### config.mk
export PLATFORM = sky130hd
export DESIGN_NAME = sr_latch_driver
export DESIGN_NICKNAME = d
export VERILOG_FILES = /design/src/rtl/sr_latch_driver.sv
export SDC_FILE = /design/constraint.sdc
export NUM_CORES = 1
export LEC_CHECK = 0
export ABC_AREA = 1
export CORE_MARGIN = 2
export CORE_UTILIZATION = 51
export DETAILED_ROUTE_END_ITERATION = 6
export PLACE_DENSITY = 0.78
export RECOVER_POWER = 50
export REMOVE_ABC_BUFFERS = 1
export SYNTH_ARGS = -nofsm -noshare
export SYNTH_HDL_FRONTEND = slang
export SYNTH_SLANG_ARGS = --single-unit
### constraint.sdc
create_clock -name Clk -period 3.2 [get_ports Clk]
set_input_delay 0.48 -clock Clk [delete_from_list [all_inputs] [get_ports Clk]]
set_output_delay 0.48 -clock Clk [all_outputs]
set_load 0.02 [all_outputs]
### src/rtl/sr_latch_driver.sv
// sr_latch_driver: drives the active-low S/R inputs of an async latch cell
// with fixed-width pulses, then reads Q back through a 2-flop synchronizer.
module sr_latch_driver #(
    parameter int PULSE_CYC  = 4,
    parameter int SETTLE_CYC = 2,
    parameter int GAP_CYC    = 2,
    parameter int CW         = 4
) (
    input  logic Clk,
    input  logic Rst_n,
    input  logic ReqValid,
    input  logic ReqSet,
    output logic ReqReady,
    output logic S_n,
    output logic R_n,
    input  logic Q,
    output logic Busy,
    output logic Done,
    output logic Err
);

    typedef enum logic [1:0] {
        IDLE,
        PULSE,
        SETTLE,
        GAP
    } state_t;

    localparam logic [CW-1:0] PULSE_LD  = CW'(PULSE_CYC - 1);
    localparam logic [CW-1:0] SETTLE_LD = CW'(SETTLE_CYC - 1);
    localparam logic [CW-1:0] GAP_LD    = CW'(GAP_CYC - 1);

    state_t        state;
    state_t        state_nx;
    logic [CW-1:0] cnt;
    logic [CW-1:0] cnt_nx;
    logic          op;
    logic          op_nx;
    logic          q_meta;
    logic          q_sync;
    logic          accept;
    logic          last;
    logic          s_n_nx;
    logic          r_n_nx;
    logic          ready_nx;
    logic          done_nx;
    logic          err_nx;

    // ReqReady is only ever high while the FSM sits in IDLE
    assign accept = ReqValid & ReqReady;
    assign last   = (cnt == '0);

    always_comb begin
        state_nx = state;
        cnt_nx   = cnt;
        op_nx    = op;
        unique case (state)
            IDLE: begin
                if (accept) begin
                    state_nx = PULSE;
                    cnt_nx   = PULSE_LD;
                    op_nx    = ReqSet;
                end
            end
            PULSE: begin
                if (last) begin
                    state_nx = SETTLE;
                    cnt_nx   = SETTLE_LD;
                end else begin
                    cnt_nx = cnt - CW'(1);
                end
            end
            SETTLE: begin
                if (last) begin
                    state_nx = GAP;
                    cnt_nx   = GAP_LD;
                end else begin
                    cnt_nx = cnt - CW'(1);
                end
            end
            GAP: begin
                if (last) begin
                    state_nx = IDLE;
                end else begin
                    cnt_nx = cnt - CW'(1);
                end
            end
            default: begin
                state_nx = IDLE;
                cnt_nx   = '0;
            end
        endcase
    end

    // S_n and R_n decode from one op bit, so both can never be low together
    always_comb begin
        s_n_nx   = ~((state == PULSE) & op);
        r_n_nx   = ~((state == PULSE) & ~op);
        ready_nx = (state == IDLE) & ~accept;
        done_nx  = (state == GAP) & (cnt == GAP_LD);
        err_nx   = done_nx & (q_sync != op);
    end

    always_ff @(posedge Clk or negedge Rst_n) begin
        if (!Rst_n) begin
            state <= IDLE;
            cnt   <= '0;
            op    <= 1'b0;
        end else begin
            state <= state_nx;
            cnt   <= cnt_nx;
            op    <= op_nx;
        end
    end

    always_ff @(posedge Clk or negedge Rst_n) begin
        if (!Rst_n) begin
            q_meta <= 1'b0;
            q_sync <= 1'b0;
        end else begin
            q_meta <= Q;
            q_sync <= q_meta;
        end
    end

    always_ff @(posedge Clk or negedge Rst_n) begin
        if (!Rst_n) begin
            S_n      <= 1'b1;
            R_n      <= 1'b1;
            ReqReady <= 1'b1;
            Busy     <= 1'b0;
            Done     <= 1'b0;
            Err      <= 1'b0;
        end else begin
            S_n      <= s_n_nx;
            R_n      <= r_n_nx;
            ReqReady <= ready_nx;
            Busy     <= ~ready_nx;
            Done     <= done_nx;
            Err      <= err_nx;
        end
    end

endmodule
Yosys cells after proc, flatten, opt, wreduce, memory -nomap -nowiden
Cells that the tools add are included.

$add $sub $neg: 1. Multipliers: 0. Div/mod/pow operators: 0. Magnitude comparators: 0. Equality and inequality tests: 10. Shift-type cells: 0. Muxes and demuxes: 9. Bitwise gates (word level): 11. Reductions and logical operators: 6.

Operator list (number): 4-bit two-way mux (3); 4-bit one-hot mux with 3 select lines (1); 2-bit != test, second input constant (5); 2-bit two-way mux (4); 2-bit one-hot mux with 4 select lines (1); 1-bit AND (6); 1-bit inverter (5); 2-bit equality test, second input constant (2); 4-bit by 1-bit equality test with 1-bit output, second input constant (1); 4-bit zero test (1); 2-bit AND reduction (2); 4-bit AND reduction (1); 4-bit by 1-bit subtractor with 4-bit output, second input constant (1); 2-bit by 1-bit equality test with 1-bit output, second input constant (1); 2-bit zero test (1); 2-bit OR reduction (1); 1-bit != test (1).

Register bits: 15. Latch bits: 0. RAM bits: 0. Bits in read-only memories: 0. Input bits: 5. Output and inout port bits: 6. Logic and storage cells: 48. Memories: 0.

Logic depth before layout (Yosys ltp)
Gate-level depths: netlist of the first run.

Word-level depth: 4. Mapped depth: 8. Gate-level depth less buffers: 8.

Worst setup path before layout of the first run
No wires, ideal clock.

Path type: reg-to-reg. From: register state[0]. To: register op. Setup time: 0.127 ns. Data arrival time: 1.174 ns. Required time: 3.073 ns. Slack: 1.898 ns. Stages on the path, launching flop included: 6. Buffers on the path: 0. Period minus slack after synthesis: 1.302 ns. Cell sequence: dfrtp_1 inv_1 ha_1 inv_2 nor2_1 mux2_1.

Cells in the longest elaborated chain, start to end: 2.

Ends and longest elaborated chain: from (decl) (line 33) `state_t state;`; from (signal assigned) (line 110) `state <= state_nx;`; 2-bit zero test (line 57) `unique case (state)`; 2-bit AND reduction (no source line); to (signal assigned) (line 112) `op <= op_nx;`; to (decl) (line 37) `logic op;`.

Every way passes these cells. A chain may end at the register's enable or synchronous reset.

Final worst setup path of the first run
From: register ReqReady. To: output ReqReady.

RTL lines: from (decl) (line 13) `output logic ReqReady,`; from (signal assigned) (line 137) `ReqReady <= ready_nx;`.

No word-level cell between the ends.

==> impl_metrics.ini, run 1 <==
[place]
place_congestion = 0.813
port_buffers = 10
hpwl_um = 1080

[worst_setup_path]
startpoint = ReqReady$_DFF_PN1_
crit_chain = clkdlybuf4s50_1
crit_arrival_ps = 1400
crit_path_start_kind = flip-flop
slowest_delay_ps = 590
rr_endpoint = cnt[0]$_DFFE_PN0P_
cp_max_fo = 2
cp.required_ps = 2720
endpoint = ReqReady
path_depth = 1
ff2ff_setup_slack_ps = 1770
crit_buf_inv = 1
worstSetupEndpointType = output pin
reg2reg_from = state[0]$_DFFE_PN0P_
critPathTopFamily = buffers and inverters
crit_type = reg -> out
r2r_cells = 7
cpMaxStageDelayCell = clkdlybuf4s50_1

[yosys]
ys_ff_latch = 15
synthArstFlopShare_pct = 100
synth_edf_count = 0
avgSynthCellArea_um2 = 9.22
synth_flop_cell = dfrtp_1
netlist.top_cell.by_area = dfrtp_1
synth_warnings = 0
synth_top_area_share_pct = 37.4
ys_types = 22
synth_cells = 87
ys_seq_area_share_pct = 47.3
synth.cell_area_um2 = 802
ys_top_cells_by_area = dfrtp_1, ha_1, dfstp_2, nand2_1, inv_1

[drt]
first_pass_iters = 5
ant_nets = 0
drc_errors = 0
vias_per_cell = 5.02
drt_iter0_drc = 5
wl_per_cell_um = 12.0
dr_total_vias = 587
drt_wl_total_um = 1400

[floorplanning]
start_util_pct = 53.9
dieArea_um2 = 1910
row_count = 14
core_area_um2 = 1490
die_h_um = 43.7
die_w_um = 43.7
io_pins = 11

[sta]
slew_violations = 0
fin_crit_ps = 1880
fin_skew_ps = 1.02
tightest_slew_ps = 662
fmax_mhz = 533
hold-worst-slack_ps = 354
rsz0062_at_grt = no
hold_viol = 0
slew_headroom_pct = 55.8
post-route-period-util_pct = 58.6
setup_tns_ps = 0
setup-violations-final = 0

[layout]
drive_above_1_share_pct = 14.9
diodes = 0
nets = 115
num-fill-cells = 120
areaGrowthSynthToFinish_pct = 17.9

[power]
powerDensity_nw_per_um2 = 1070
leakage_nw = 0.487
ir_drop_uv = 517

[status]
outcome = complete, no violations

[clock_network]
cts_max_level = 1
cts_tree = yes
cts_resized = 0
holdBufCountCts = 0
cts_buffer_depth = 2
cts-buffers-inserted = 3
clock_latency_ps = 270
cts_setup_buffers = 0
root_buffer = clkbuf_4
path_clk_slew_ps = 90
cts.sinks = 15

[global_routing]
grt_util_all_layers_pct = 17.5
grt_overflow_total = 0
grt_antenna_before_repair = 0
grt_max_degree = 16
grt_pass1_vias = 572
grt_pass1_wl_um = 2420

[hold_path]
hold_class = reg -> reg

[flow_run]
maxCapViolCount = 0
[kinds of logic (layout without fill, tap and decap cells)]
| group | Yosys count | in the layout | share of synthesized area [%] |
|---|---|---|---|
| DFF | 15 | 15 | 47.3 |
| and+or+nand+nor | 39 | 39 | 24.8 |
| buffers and inverters | 17 | 31 | 8.27 |
| xor gates and xnor gates | 1 | 1 | 1.09 |
| muxes | 1 | 1 | 1.40 |
| AOI/OAI and AO/OA | 6 | 6 | 4.68 |
| adders and majority gates | 8 | 8 | 12.5 |
[Yosys cell counts, types with 2 or more instances]
master,n
a21oi_1,2
dfrtp_1,12
dfstp_2,3
ha_1,8
inv_1,14
inv_2,2
nand2_1,19
nand2_2,2
nand3_1,7
nor2_1,4
o21ai_1,2
o21ai_2,2
[per-layer routing]
layer,share of wire (%),vias to the layer above,GRT usage (%)
met3,4.7,4,4.17
met1,46,271,22.3
met4,2.4,0,9.09
li1,-,296,-
met2,47,16,27.4
met5,0,-,0
[where the power goes]
part	internal [mW]	switching, mW
clock	0.0483	0.0571
combinational	0.227	0.361
sequential	0.271	0.0466
[area by class of cell]
class | instances | area (um^2) | area share, %
well taps | 16 | 20.0 | 2.12
clock buffers | 4 | 26.3 | 2.78
flip-flops and latches | 15 | 379 | 40.1
repair buffers | 10 | 100 | 10.6
multi-input cells | 55 | 354 | 37.4
inverters | 17 | 66.3 | 7.01
[state kept, by name (all words and copies together) (netlist names)]
register  count
op            1
cnt           4
R_n           1
q_sync        1
Err           1
Done          1
Busy          1
S_n           1
state         2
q_meta        1
ReqReady      1
[placed cells by master (no fill, tap or decap), drive strengths merged, types with 2 or more instances in the layout]
| cell type | count |
|---|---|
| clkbuf | 4 |
| nand2 | 22 |
| inv | 17 |
| o21ai | 4 |
| nand3 | 8 |
| dfrtp | 12 |
| dfstp | 3 |
| nor2 | 5 |
| dlygate4sd3 | 2 |
| a21oi | 2 |
| clkdlybuf4s50 | 8 |
| ha | 8 |
[stage by stage]
stage / setup WS, ps / cells / total power [mW] / instance area (um^2) / utilization, %
after global routing: 1280 / 117 / 1.10 / 946 / 63.5
after CTS: 1310 / 117 / 1.02 / 948 / 63.7
after detailed placement: 1620 / 113 / 0.912 / 922 / 61.9
after floorplan: 1900 / 87 / 0.761 / 802 / -
final: 1320 / 117 / 1.01 / 946 / 63.5
after global placement: 1620 / 113 / 0.884 / 922 / 61.9
[worst min-delay path by stage]
stage / start / end / cells after the start
6_report: q_meta$_DFF_PN0_ / q_sync$_DFF_PN0_ / 0
2_1_floorplan: Rst_n / Busy$_DFF_PN0_ / 0
5_1_grt: q_meta$_DFF_PN0_ / q_sync$_DFF_PN0_ / 0
3_5_place_dp: q_meta$_DFF_PN0_ / q_sync$_DFF_PN0_ / 0
3_3_place_gp: q_meta$_DFF_PN0_ / q_sync$_DFF_PN0_ / 0
4_1_cts: q_meta$_DFF_PN0_ / q_sync$_DFF_PN0_ / 0
No activity file was read; power rests on OpenSTA's default activity.
==> run 2: changes to the inputs <==
clock period = 1.9 ns   (was 3.2 ns; I/O delays follow)
==> impl_metrics.ini, run 2 (synthesis gave the netlist of run 1 again) <==
[layout]
areaGrowthSynthToFinish_pct = 18.3
final_cell_mix = nand2_1, inv_1, dfrtp_1
final_area_um2 = 948
nets = 115
final_common_cell = nand2_1
reg_top3 = cnt x4, state x2
num-fill-cells = 127
multiInputGateArea_um2 = 357
diodes = 0
largest_register_ffs = 4
regArea_um2 = 379
drive_above_1_share_pct = 16.8
top_register = cnt

[global_routing]
grt_antenna_before_repair = 0
grt_overflow_total = 0
grt_pass1_wl_um = 2380
grt_pass1_vias = 584
grt_util_all_layers_pct = 17.3
grt_max_degree = 16

[clock_network]
holdBufCountCts = 0
root_buffer = clkbuf_4
cts_buffer_depth = 2
cts_setup_buffers = 0
cts_tree = yes
path_clk_slew_ps = 90
clock_latency_ps = 290
cts_resized = 0
cts.sinks = 15
cts-buffers-inserted = 3
cts_max_level = 1

[floorplanning]
core_area_um2 = 1490
dieArea_um2 = 1910
start_util_pct = 53.9
row_count = 14
die_h_um = 43.7
io_pins = 11
die_w_um = 43.7

[sta]
setup-violations-final = 0
tightest_slew_ps = 645
slew_violations = 0
fin_skew_ps = 6.11
slew_headroom_pct = 56.9
setup_tns_ps = 0
post-route-period-util_pct = 89.2
rsz0062_at_grt = no
hold-worst-slack_ps = 355
hold_viol = 0
fin_crit_ps = 1690
fmax_mhz = 590

[worst_setup_path]
cp_max_fo = 2
crit_buf_inv = 1
slowest_delay_ps = 590
crit_chain = clkdlybuf4s50_1
ff2ff_setup_slack_ps = 480
crit_type = reg -> out
cp.required_ps = 1620
path_depth = 1
endpoint = ReqReady
rr_endpoint = cnt[0]$_DFFE_PN0P_
r2r_cells = 8
reg2reg_from = state[0]$_DFFE_PN0P_
crit_arrival_ps = 1410
worstSetupEndpointType = output pin
startpoint = ReqReady$_DFF_PN1_
critPathTopFamily = buffers and inverters
cpMaxStageDelayCell = clkdlybuf4s50_1
crit_path_start_kind = flip-flop

[power]
powerDensity_nw_per_um2 = 1810
ir_drop_uv = 844
power_mw = 1.72
leakage_nw = 0.487

[drt]
ant_nets = 0
dr_total_vias = 605
drt_wl_total_um = 1380
vias_per_cell = 5.17
first_pass_iters = 4
wl_per_cell_um = 11.8
drt_iter0_drc = 8
drc_errors = 0

[status]
outcome = complete, no violations

[place]
port_buffers = 10
place_congestion = 0.813
hpwl_um = 1060
place_area_um2 = 922

[hold_path]
hold_class = reg -> reg

[flow_run]
maxCapViolCount = 0
==> run 2: where the power goes <==
part / internal [mW] / switching, mW / total [mW]
sequential: 0.457 / 0.0733 / 0.530
combinational: 0.388 / 0.615 / 1.00
clock: 0.0818 / 0.103 / 0.185
==> run 2: per-stage QoR <==
| step | std cells | worst slack (ps) | util [%] |
|---|---|---|---|
| floorplan | 87 | 598 | - |
| global placement | 113 | 515 | 61.9 |
| detailed placement | 113 | 480 | 61.9 |
| CTS | 117 | 196 | 63.7 |
| global route | 117 | 177 | 63.7 |
| finish | 117 | 206 | 63.7 |
==> run 2: how the worst min path moves through the flow <==
| stage | start | endpoint | cells after the start |
|---|---|---|---|
| floorplan | Rst_n | Busy$_DFF_PN0_ | 0 |
| global placement | q_meta$_DFF_PN0_ | q_sync$_DFF_PN0_ | 0 |
| detailed placement | q_meta$_DFF_PN0_ | q_sync$_DFF_PN0_ | 0 |
| CTS | q_meta$_DFF_PN0_ | q_sync$_DFF_PN0_ | 0 |
| global route | q_meta$_DFF_PN0_ | q_sync$_DFF_PN0_ | 0 |
| finish | q_meta$_DFF_PN0_ | q_sync$_DFF_PN0_ | 0 |
==> run 2: final cells by class <==
type	instances	share of cell area, %
timing repair buffer	10	10.6
inverter	17	6.99
tap	16	2.11
clock buffer	4	2.77
multi-input combinational	55	37.6
sequential	15	40.0
==> run 2: metal layers <==
metal / GRT usage [%] / wire length [um] / vias up
li1: - / - / 297
met1: 20.7 / 622 / 286
met2: 27.6 / 658 / 17
met3: 2.92 / 51 / 5
met4: 12.7 / 44 / 0
met5: 0 / 0 / -
